File: config.mk
export PLATFORM = sky130hd
export DESIGN_NAME = shift_reg_univ_flat
export DESIGN_NICKNAME = d
export VERILOG_FILES = /design/src/rtl/shift_reg_univ_if.sv /design/src/rtl/shift_reg_univ.sv /design/src/flat_wrapper.sv
export SDC_FILE = /design/constraint.sdc
export NUM_CORES = 1
export LEC_CHECK = 0
export CAP_MARGIN = 20
export CORE_AREA = 4 4 52 54
export CTS_BUF_LIST = sky130_fd_sc_hd__clkbuf_8
export CTS_CLUSTER_DIAMETER = 200
export DETAILED_ROUTE_END_ITERATION = 10
export DIE_AREA = 0 0 56 58
export PLACE_DENSITY = 0.83
export SYNTH_ARGS = -nofsm -noshare
export SYNTH_HDL_FRONTEND = slang
export SYNTH_SLANG_ARGS = --single-unit
File: constraint.sdc
create_clock -name i_clk -period 2 [get_ports i_clk]
set_clock_uncertainty 0.2 [all_clocks]
set_input_delay 0.2 -clock i_clk [delete_from_list [all_inputs] [get_ports i_clk]]
set_output_delay 0.2 -clock i_clk [all_outputs]
set_load 0.005 [all_outputs]
File: src/rtl/shift_reg_univ_if.sv
// -----------------------------------------------------------------------------
// shift_reg_univ_if
//   Bundles the control, data and status signals of shift_reg_univ.
//   Signal names carry the direction as seen from the shift register.
//
//   i_mode      2      manual op: 00 hold, 01 shift right, 10 shift left, 11 load
//   i_data_in   WIDTH  parallel load word
//   i_sin_r     1      fill bit entering the MSB on a right shift
//   i_sin_l     1      fill bit entering the LSB on a left shift
//   i_start     1      burst request (only honoured in IDLE)
//   i_dir       1      burst direction: 0 right (LSB first), 1 left (MSB first)
//   o_data_out  WIDTH  register contents
//   o_sout_r    1      data_out[0]
//   o_sout_l    1      data_out[WIDTH-1]
//   o_busy      1      burst shifting in progress
//   o_done      1      one-cycle burst completion pulse
//   o_bit_cnt   CNT_W  burst shifts completed
//
//   master: the block driving the shift register; slave: the shift register.
// -----------------------------------------------------------------------------
interface shift_reg_univ_if #(
    parameter int WIDTH = 8
);
    localparam int CNT_W = $clog2(WIDTH + 1);

    logic [1:0]       i_mode;
    logic [WIDTH-1:0] i_data_in;
    logic             i_sin_r;
    logic             i_sin_l;
    logic             i_start;
    logic             i_dir;
    logic [WIDTH-1:0] o_data_out;
    logic             o_sout_r;
    logic             o_sout_l;
    logic             o_busy;
    logic             o_done;
    logic [CNT_W-1:0] o_bit_cnt;

    modport master (
        output i_mode, i_data_in, i_sin_r, i_sin_l, i_start, i_dir,
        input  o_data_out, o_sout_r, o_sout_l, o_busy, o_done, o_bit_cnt
    );

    modport slave (
        input  i_mode, i_data_in, i_sin_r, i_sin_l, i_start, i_dir,
        output o_data_out, o_sout_r, o_sout_l, o_busy, o_done, o_bit_cnt
    );
endinterface

File: src/rtl/shift_reg_univ.sv
// -----------------------------------------------------------------------------
// shift_reg_univ
//   Universal shift register of WIDTH bits (legal range 2..32) with hold,
//   shift right, shift left and parallel load, plus a burst serialiser that
//   loads a word and shifts it out over exactly WIDTH cycles.
//
//   i_clk    clock, rising edge active
//   i_rst_n  asynchronous active-low reset
//   bus      shift_reg_univ_if slave port (mode, data, serial in/out, status)
// -----------------------------------------------------------------------------
module shift_reg_univ #(
    parameter int WIDTH = 8
) (
    input  logic            i_clk,
    input  logic            i_rst_n,
    shift_reg_univ_if.slave bus
);
    localparam int CNT_W = $clog2(WIDTH + 1);

    typedef enum logic [1:0] {
        ST_IDLE  = 2'd0,
        ST_SHIFT = 2'd1,
        ST_DONE  = 2'd2
    } state_t;

    state_t           r_state;
    state_t           w_state_nxt;
    logic [WIDTH-1:0] r_data;
    logic [WIDTH-1:0] w_data_nxt;
    logic [CNT_W-1:0] r_cnt;
    logic [CNT_W-1:0] w_cnt_nxt;
    logic             r_dir;
    logic             w_dir_nxt;
    logic [WIDTH-1:0] w_shr;
    logic [WIDTH-1:0] w_shl;

    // Burst and manual shifts share the same fill rule.
    assign w_shr = {bus.i_sin_r, r_data[WIDTH-1:1]};
    assign w_shl = {r_data[WIDTH-2:0], bus.i_sin_l};

    always_ff @(posedge i_clk or negedge i_rst_n) begin
        if (!i_rst_n) begin
            r_state <= ST_IDLE;
            r_data  <= '0;
            r_cnt   <= '0;
            r_dir   <= 1'b0;
        end else begin
            r_state <= w_state_nxt;
            r_data  <= w_data_nxt;
            r_cnt   <= w_cnt_nxt;
            r_dir   <= w_dir_nxt;
        end
    end

    always_comb begin
        w_state_nxt = r_state;
        w_data_nxt  = r_data;
        w_cnt_nxt   = r_cnt;
        w_dir_nxt   = r_dir;
        case (r_state)
            ST_IDLE: begin
                // start outranks the manual mode
                if (bus.i_start) begin
                    w_data_nxt  = bus.i_data_in;
                    w_dir_nxt   = bus.i_dir;
                    w_cnt_nxt   = '0;
                    w_state_nxt = ST_SHIFT;
                end else begin
                    case (bus.i_mode)
                        2'b01:   w_data_nxt = w_shr;
                        2'b10:   w_data_nxt = w_shl;
                        2'b11:   w_data_nxt = bus.i_data_in;
                        default: w_data_nxt = r_data;
                    endcase
                end
            end
            ST_SHIFT: begin
                w_data_nxt = r_dir ? w_shl : w_shr;
                w_cnt_nxt  = r_cnt + CNT_W'(1);
                // r_cnt==WIDTH-1 means this edge performs the final shift
                if (r_cnt == CNT_W'(WIDTH - 1)) begin
                    w_state_nxt = ST_DONE;
                end
            end
            ST_DONE: begin
                w_state_nxt = ST_IDLE;
            end
            default: begin
                w_state_nxt = ST_IDLE;
            end
        endcase
    end

    assign bus.o_data_out = r_data;
    assign bus.o_sout_r   = r_data[0];
    assign bus.o_sout_l   = r_data[WIDTH-1];
    assign bus.o_busy     = (r_state == ST_SHIFT);
    assign bus.o_done     = (r_state == ST_DONE);
    assign bus.o_bit_cnt  = r_cnt;
endmodule

File: src/flat_wrapper.sv
// flat-port wrapper written by rule: the top's interface ports become plain ports
module shift_reg_univ_flat 
#(
    parameter int WIDTH = 8
)
  (i_clk, i_rst_n, bus_i_mode, bus_i_data_in, bus_i_sin_r, bus_i_sin_l, bus_i_start, bus_i_dir, bus_o_data_out, bus_o_sout_r, bus_o_sout_l, bus_o_busy, bus_o_done, bus_o_bit_cnt);
  shift_reg_univ_if #(.WIDTH(WIDTH)) bus_i ();
  input  logic i_clk;
  input  logic i_rst_n;
  input wire logic [$bits(bus_i.i_mode)-1:0] bus_i_mode;
  input wire logic [$bits(bus_i.i_data_in)-1:0] bus_i_data_in;
  input wire logic [$bits(bus_i.i_sin_r)-1:0] bus_i_sin_r;
  input wire logic [$bits(bus_i.i_sin_l)-1:0] bus_i_sin_l;
  input wire logic [$bits(bus_i.i_start)-1:0] bus_i_start;
  input wire logic [$bits(bus_i.i_dir)-1:0] bus_i_dir;
  output wire logic [$bits(bus_i.o_data_out)-1:0] bus_o_data_out;
  output wire logic [$bits(bus_i.o_sout_r)-1:0] bus_o_sout_r;
  output wire logic [$bits(bus_i.o_sout_l)-1:0] bus_o_sout_l;
  output wire logic [$bits(bus_i.o_busy)-1:0] bus_o_busy;
  output wire logic [$bits(bus_i.o_done)-1:0] bus_o_done;
  output wire logic [$bits(bus_i.o_bit_cnt)-1:0] bus_o_bit_cnt;
  assign bus_i.i_mode = bus_i_mode;
  assign bus_i.i_data_in = bus_i_data_in;
  assign bus_i.i_sin_r = bus_i_sin_r;
  assign bus_i.i_sin_l = bus_i_sin_l;
  assign bus_i.i_start = bus_i_start;
  assign bus_i.i_dir = bus_i_dir;
  assign bus_o_data_out = bus_i.o_data_out;
  assign bus_o_sout_r = bus_i.o_sout_r;
  assign bus_o_sout_l = bus_i.o_sout_l;
  assign bus_o_busy = bus_i.o_busy;
  assign bus_o_done = bus_i.o_done;
  assign bus_o_bit_cnt = bus_i.o_bit_cnt;
  shift_reg_univ #(.WIDTH(WIDTH)) u_core (.i_clk(i_clk), .i_rst_n(i_rst_n), .bus(bus_i));
endmodule
Word-level counts from Yosys, hierarchy flattened --
Index checks and enable logic that the tools add are counted.
Cells by class: $add $sub $neg 1, equality and inequality tests 9, mux-type cells 9, reductions and logical operators 6
Operators with widths (count):
- 8-bit one-hot mux with 3 select lines | 1
- 8-bit two-way mux | 2
- 8-bit one-hot mux with 2 select lines | 1
- 4-bit one-hot mux with 2 select lines | 1
- 2-bit AND reduction | 4
- 2-bit == test, second input constant | 3
- 5-bit != test, second input constant | 1
- 4-bit by 1-bit adder with 4-bit output, second input constant | 1
- 2-bit by 1-bit == test with 1-bit output, second input constant | 2
- 4-bit by 3-bit == test with 1-bit output, second input constant | 1
- 2-bit two-way mux | 2
- 4-bit two-way mux | 1
- 2-bit one-hot mux with 2 select lines | 1
- 2-bit zero test | 1
- 2-bit by 1-bit != test with 1-bit output, second input constant | 1
- 2-bit != test, second input constant | 1
- 2-bit nonzero test | 1
Word-level totals: register bits 15, input port bits 16

Longest topological paths before layout --
word-level depth 4, mapped depth 6

Least setup slack after synthesis --
Ideal clock, no wire load.
path kind register to register, start register u_core.r_state[0], end register u_core.r_data[7] (netlist: u_core.bus.o_data_out[7]), setup time 0.139 ns, arrival time 1.254 ns, data required time 1.661 ns, setup slack 0.407 ns, cell stages (with the launch flop) 6, buffers on the path 2, period minus slack after synthesis 1.593 ns, cell sequence dfrtp_1 > buf_6 > nor4_4 > or2_1 > buf_6 > a221oi_2
Between the ends: longest elaborated chain between the ends 3, elaborated cells between the ends (all ways) 6, classes of those cells eq/ne: 2; mux: 1; reduce/logical: 3
RTL lines:
- start: declaration | RTL line shift_reg_univ.sv:26 | state_t r_state;
- start signal: assignment | RTL line shift_reg_univ.sv:48 | r_state <= w_state_nxt;
- 2-bit zero test / 2-bit by 1-bit == test with 1-bit output (equally long branches) | RTL line shift_reg_univ.sv:60 | case (r_state)
- 5-bit != test (no line) / 2-bit nonzero test (equally long branches)
- 2-bit AND reduction (no line)
- end signal: assignment | RTL line shift_reg_univ.sv:49 | r_data <= w_data_nxt;
- end: declaration | RTL line shift_reg_univ.sv:28 | logic [WIDTH-1:0] r_data;
Parallel ways exist; a longest one is shown, timed or not. A chain may end at the register's enable or synchronous reset.

Worst setup path in the final report --
start register u_core.r_state[0], end output bus_o_busy
Between the ends: longest elaborated chain between the ends 1
RTL lines:
- 2-bit by 1-bit == test with 1-bit output | RTL line shift_reg_univ.sv:97 | assign bus.o_busy = (r_state == ST_SHIFT);
- end: declaration | RTL line flat_wrapper.sv:19 | output wire logic [$bits(bus_i.o_busy)-1:0] bus_o_busy;
No other way between the ends.

==> out/results.tsv <==
stage	metric	value	unit
outcome	status	finished clean	
clocking	cts.sinks	15	
power_and_ir_drop	pwr-share-clk	0.109	
synth	synth_top_area_frac	0.359	
synth	syn_inst	97	
routing	num_vias	950	
timing	post-route-min-period	1.87	ns
layout	multi_input_area	557	um^2
routing	vias_per_cell	6.05	
setup_path	end_kind	primary output	
setup_path	cpMaxStageDelayCell	clkdlybuf4s50_1	
routing	wl	2.67	mm
synth	synth_simple_gate_area_frac	0.125	
place	numPortBuffers	31	
floorplan	start_util	0.472	
layout	finalNetCount	147	
timing	worst_slew_pin_slew	0.520	ns
place	dp.cells	153	
synth	ys.warnings.count	0	
global_route	grt_antenna_before_repair	0	
clocking	clk_path_buf_depth	2	
synth	synthMuxAreaShare	0.0323	
clocking	cts_root_buf	clkbuf_8	
floorplan	io_pins	32	
synth	yosysTopAreaCell	dfrtp_1	
routing	dr.pass1.iters	5	
setup_path	path_class	register to primary output	
power_and_ir_drop	power_density	1600	nW/um^2
setup_path	crit_chain	nand2b_2 -> inv_2 -> clkdlybuf4s50_1	
floorplan	die_y	58	um
synth	synthXorXnorAreaFrac	0	
setup_path	cp.required	1.60	ns
clocking	cts_buffers	3	
floorplan	rows	17	
power_and_ir_drop	p_sw	0.000886	W
routing	drcViolationCount	0	
setup_path	cp_data_arrival_time	1.47	ns
synth	yosys-top-cells-area	dfrtp_1 36%, a221oi_2 11%, a221oi_1 6.7%	
place	dpl_worst_slack	0.00667	ns
place	gp_congestion	0.810	
timing	post-route-period-util	0.937	
synth	ys_types	29	
layout	fillers	192	
power_and_ir_drop	netSwitchingFraction	0.396	
floorplan	core_area	2210	um^2
layout	diodes	0	
setup_path	path_max_fanout	8	
timing	hold_viol	0	
global_route	grt_pass1_vias	935	
synth	synthAdderAreaFrac	0.0120	
layout	area_growth	33.5	%
timing	slew_headroom	0.652	
setup_path	cpPeakStageDelay	0.51	ns
power_and_ir_drop	leakage	0.603	nW
global_route	grt_pass1_wl	4.62	mm
power_and_ir_drop	p_int	0.00135	W
floorplan	die_w	56	um
timing	rsz0062_at_grt	no	
routing	postRouteAntennaNets	0	
power_and_ir_drop	peakVddDrop	1.07	mV
global_route	grt.total_usage	0.176	
layout	drive_gt1_frac	0.202	
clocking	htreeDepth	1	
clocking	path_clk_slew	0.07	ns
synth	ys_ff_latch	15	
synth	yosysSeqAreaShare	0.359	
synth	synth_nets	114	
timing	setup_violations	0	
synth	synth_top_family_by_area	compound AO/OA/AOI/OAI gates	
setup_path	crit_path_start_kind	register	
timing	tns	0	ns
run	drv_cap	0	
synth	postSynthAreaPerCell	10.8	um^2
timing	setup_slack	0.125	ns
place	dp_hpwl	1.92	mm
clocking	cts_hold_buf	0	
routing	drt_iter0_drc	38	
routing	wl_per_cell	17.0	um
layout	final_cells	157	
layout	regArea	377	um^2
clocking	insertion_delay	0.25	ns
floorplan	die-area	3250	um^2
timing	maxSlewViolCount	0	
min_path	worstHoldPathType	primary input to async pin	
timing	hold_slack	0.0623	ns
timing	fmax	0.533	GHz
power_and_ir_drop	seqPwrFrac	0.318	
synth	synth_compound_area_frac	0.364	
clocking	cts_setup_buffers	0	
global_route	grt_max_degree	18	
clocking	cts_tree	yes	
power_and_ir_drop	power_frac_comb	0.572	
global_route	overflow	0	
synth	syn_area	1040	um^2
==> power groups by stage <==
stage / combinational (W) / clock (W) / sequential [W]
floorplan: 0.000942 / 0 / 0.000622
global placement: 0.00125 / 0 / 0.000699
detailed placement: 0.00128 / 0 / 0.000708
CTS: 0.00129 / 0.000245 / 0.000706
global route: 0.00140 / 0.000262 / 0.000750
finish: 0.00128 / 0.000244 / 0.000711
==> metrics by stage <==
stage	util	cell area [um^2]	total power, W
global placement	0.610	1350	0.00195
finish	0.631	1400	0.00223
CTS	0.630	1390	0.00224
detailed placement	0.610	1350	0.00199
floorplan	-	1040	0.00156
global route	0.631	1400	0.00241
==> synthesized netlist by cell type <==
master / count
dfrtp_1: 15
nand2_1: 9
nor3b_1: 1
a221oi_2: 8
and2b_2: 1
o21bai_1: 1
nand3_1: 1
a211oi_1: 9
nor2b_1: 1
a21oi_1: 1
buf_4: 2
a221oi_1: 8
inv_2: 1
a22o_1: 3
o211a_1: 7
nor4_4: 1
mux2_2: 3
clkbuf_8: 1
buf_2: 1
buf_6: 4
nand2b_2: 1
a21o_2: 1
nor3b_2: 1
nor2_1: 4
o21ai_0: 1
inv_1: 8
nor3_1: 1
ha_1: 1
or2_1: 1
==> placed cells by master, fill, tap and decap left out, types with 3 or more instances in the layout <==
| master | instances |
|---|---|
| a211oi_1 | 9 |
| a221oi_1 | 8 |
| a221oi_2 | 8 |
| a22o_1 | 3 |
| buf_4 | 5 |
| clkbuf_8 | 3 |
| clkdlybuf4s50_1 | 31 |
| dfrtp_1 | 14 |
| inv_1 | 9 |
| mux2_2 | 3 |
| nand2_1 | 9 |
| nor2_1 | 4 |
| o211a_1 | 7 |
==> what timing repair did <==
item / 4_1_cts / 5_1_grt
setup endpoints to repair: 0 / 1
endpoints found under the hold margin: 0 / 0
gates resized for setup: 0 / 1
==> critical path, delay by kind of cell (launching register included) <==
family / cells / cell delay, ns
AND/OR/NAND/NOR: 1 / 0.12
flip-flops: 1 / 0.47
buffers and inverters: 2 / 0.63
==> routing by layer <==
layer | vias up | track usage | wire length [um]
li1 | 440 | - | -
met1 | 457 | 0.222 | 1040
met2 | 53 | 0.302 | 1380
met3 | 0 | 0.0579 | 239
met4 | 0 | 0.0237 | 0
met5 | - | 0 | 0
==> final cells by class <==
| cell class | count | share of cell area |
|---|---|---|
| clock buffer | 3 | 0.0296 |
| clock inverter | 1 | 0.00269 |
| inverter | 9 | 0.0242 |
| multi-input combinational | 65 | 0.399 |
| sequential | 15 | 0.270 |
| tap | 28 | 0.0251 |
| timing repair buffer | 36 | 0.249 |
==> registers in the layout, indices dropped and copies added (netlist names) <==
name                   flops
u_core.bus.o_data_out      8
u_core.bus.o_bit_cnt       4
u_core.r_state             2
u_core.r_dir               1
==> cells by family after synthesis <==
group	Yosys count
muxes	3
buffers and inverters	17
and+or+nand+nor	22
adders and majority gates	1
DFF	15
AOI/OAI and AO/OA	39
==> worst paths after layout <==
path / slack, ns / to / start / depth (start not counted)
min: 0.06 / u_core.bus.o_data_out[5]$_DFFE_PN0P_ / i_rst_n / 2
max in group asynchronous: 1.33 / u_core.r_state[0]$_DFFE_PN0P_ / i_rst_n / 2
max reg2reg: 0.33 / u_core.bus.o_data_out[1]$_DFFE_PN0P_ / u_core.r_state[0]$_DFFE_PN0P_ / 5
min in group i_clk: 0.32 / u_core.r_state[1]$_DFFE_PN0P_ / u_core.bus.o_bit_cnt[3]$_DFFE_PN0P_ / 1
max: 0.13 / bus_o_busy / u_core.r_state[0]$_DFFE_PN0P_ / 3
min reg2reg: 0.32 / u_core.r_state[1]$_DFFE_PN0P_ / u_core.bus.o_bit_cnt[3]$_DFFE_PN0P_ / 1
No activity file was read; power rests on OpenSTA's default activity.
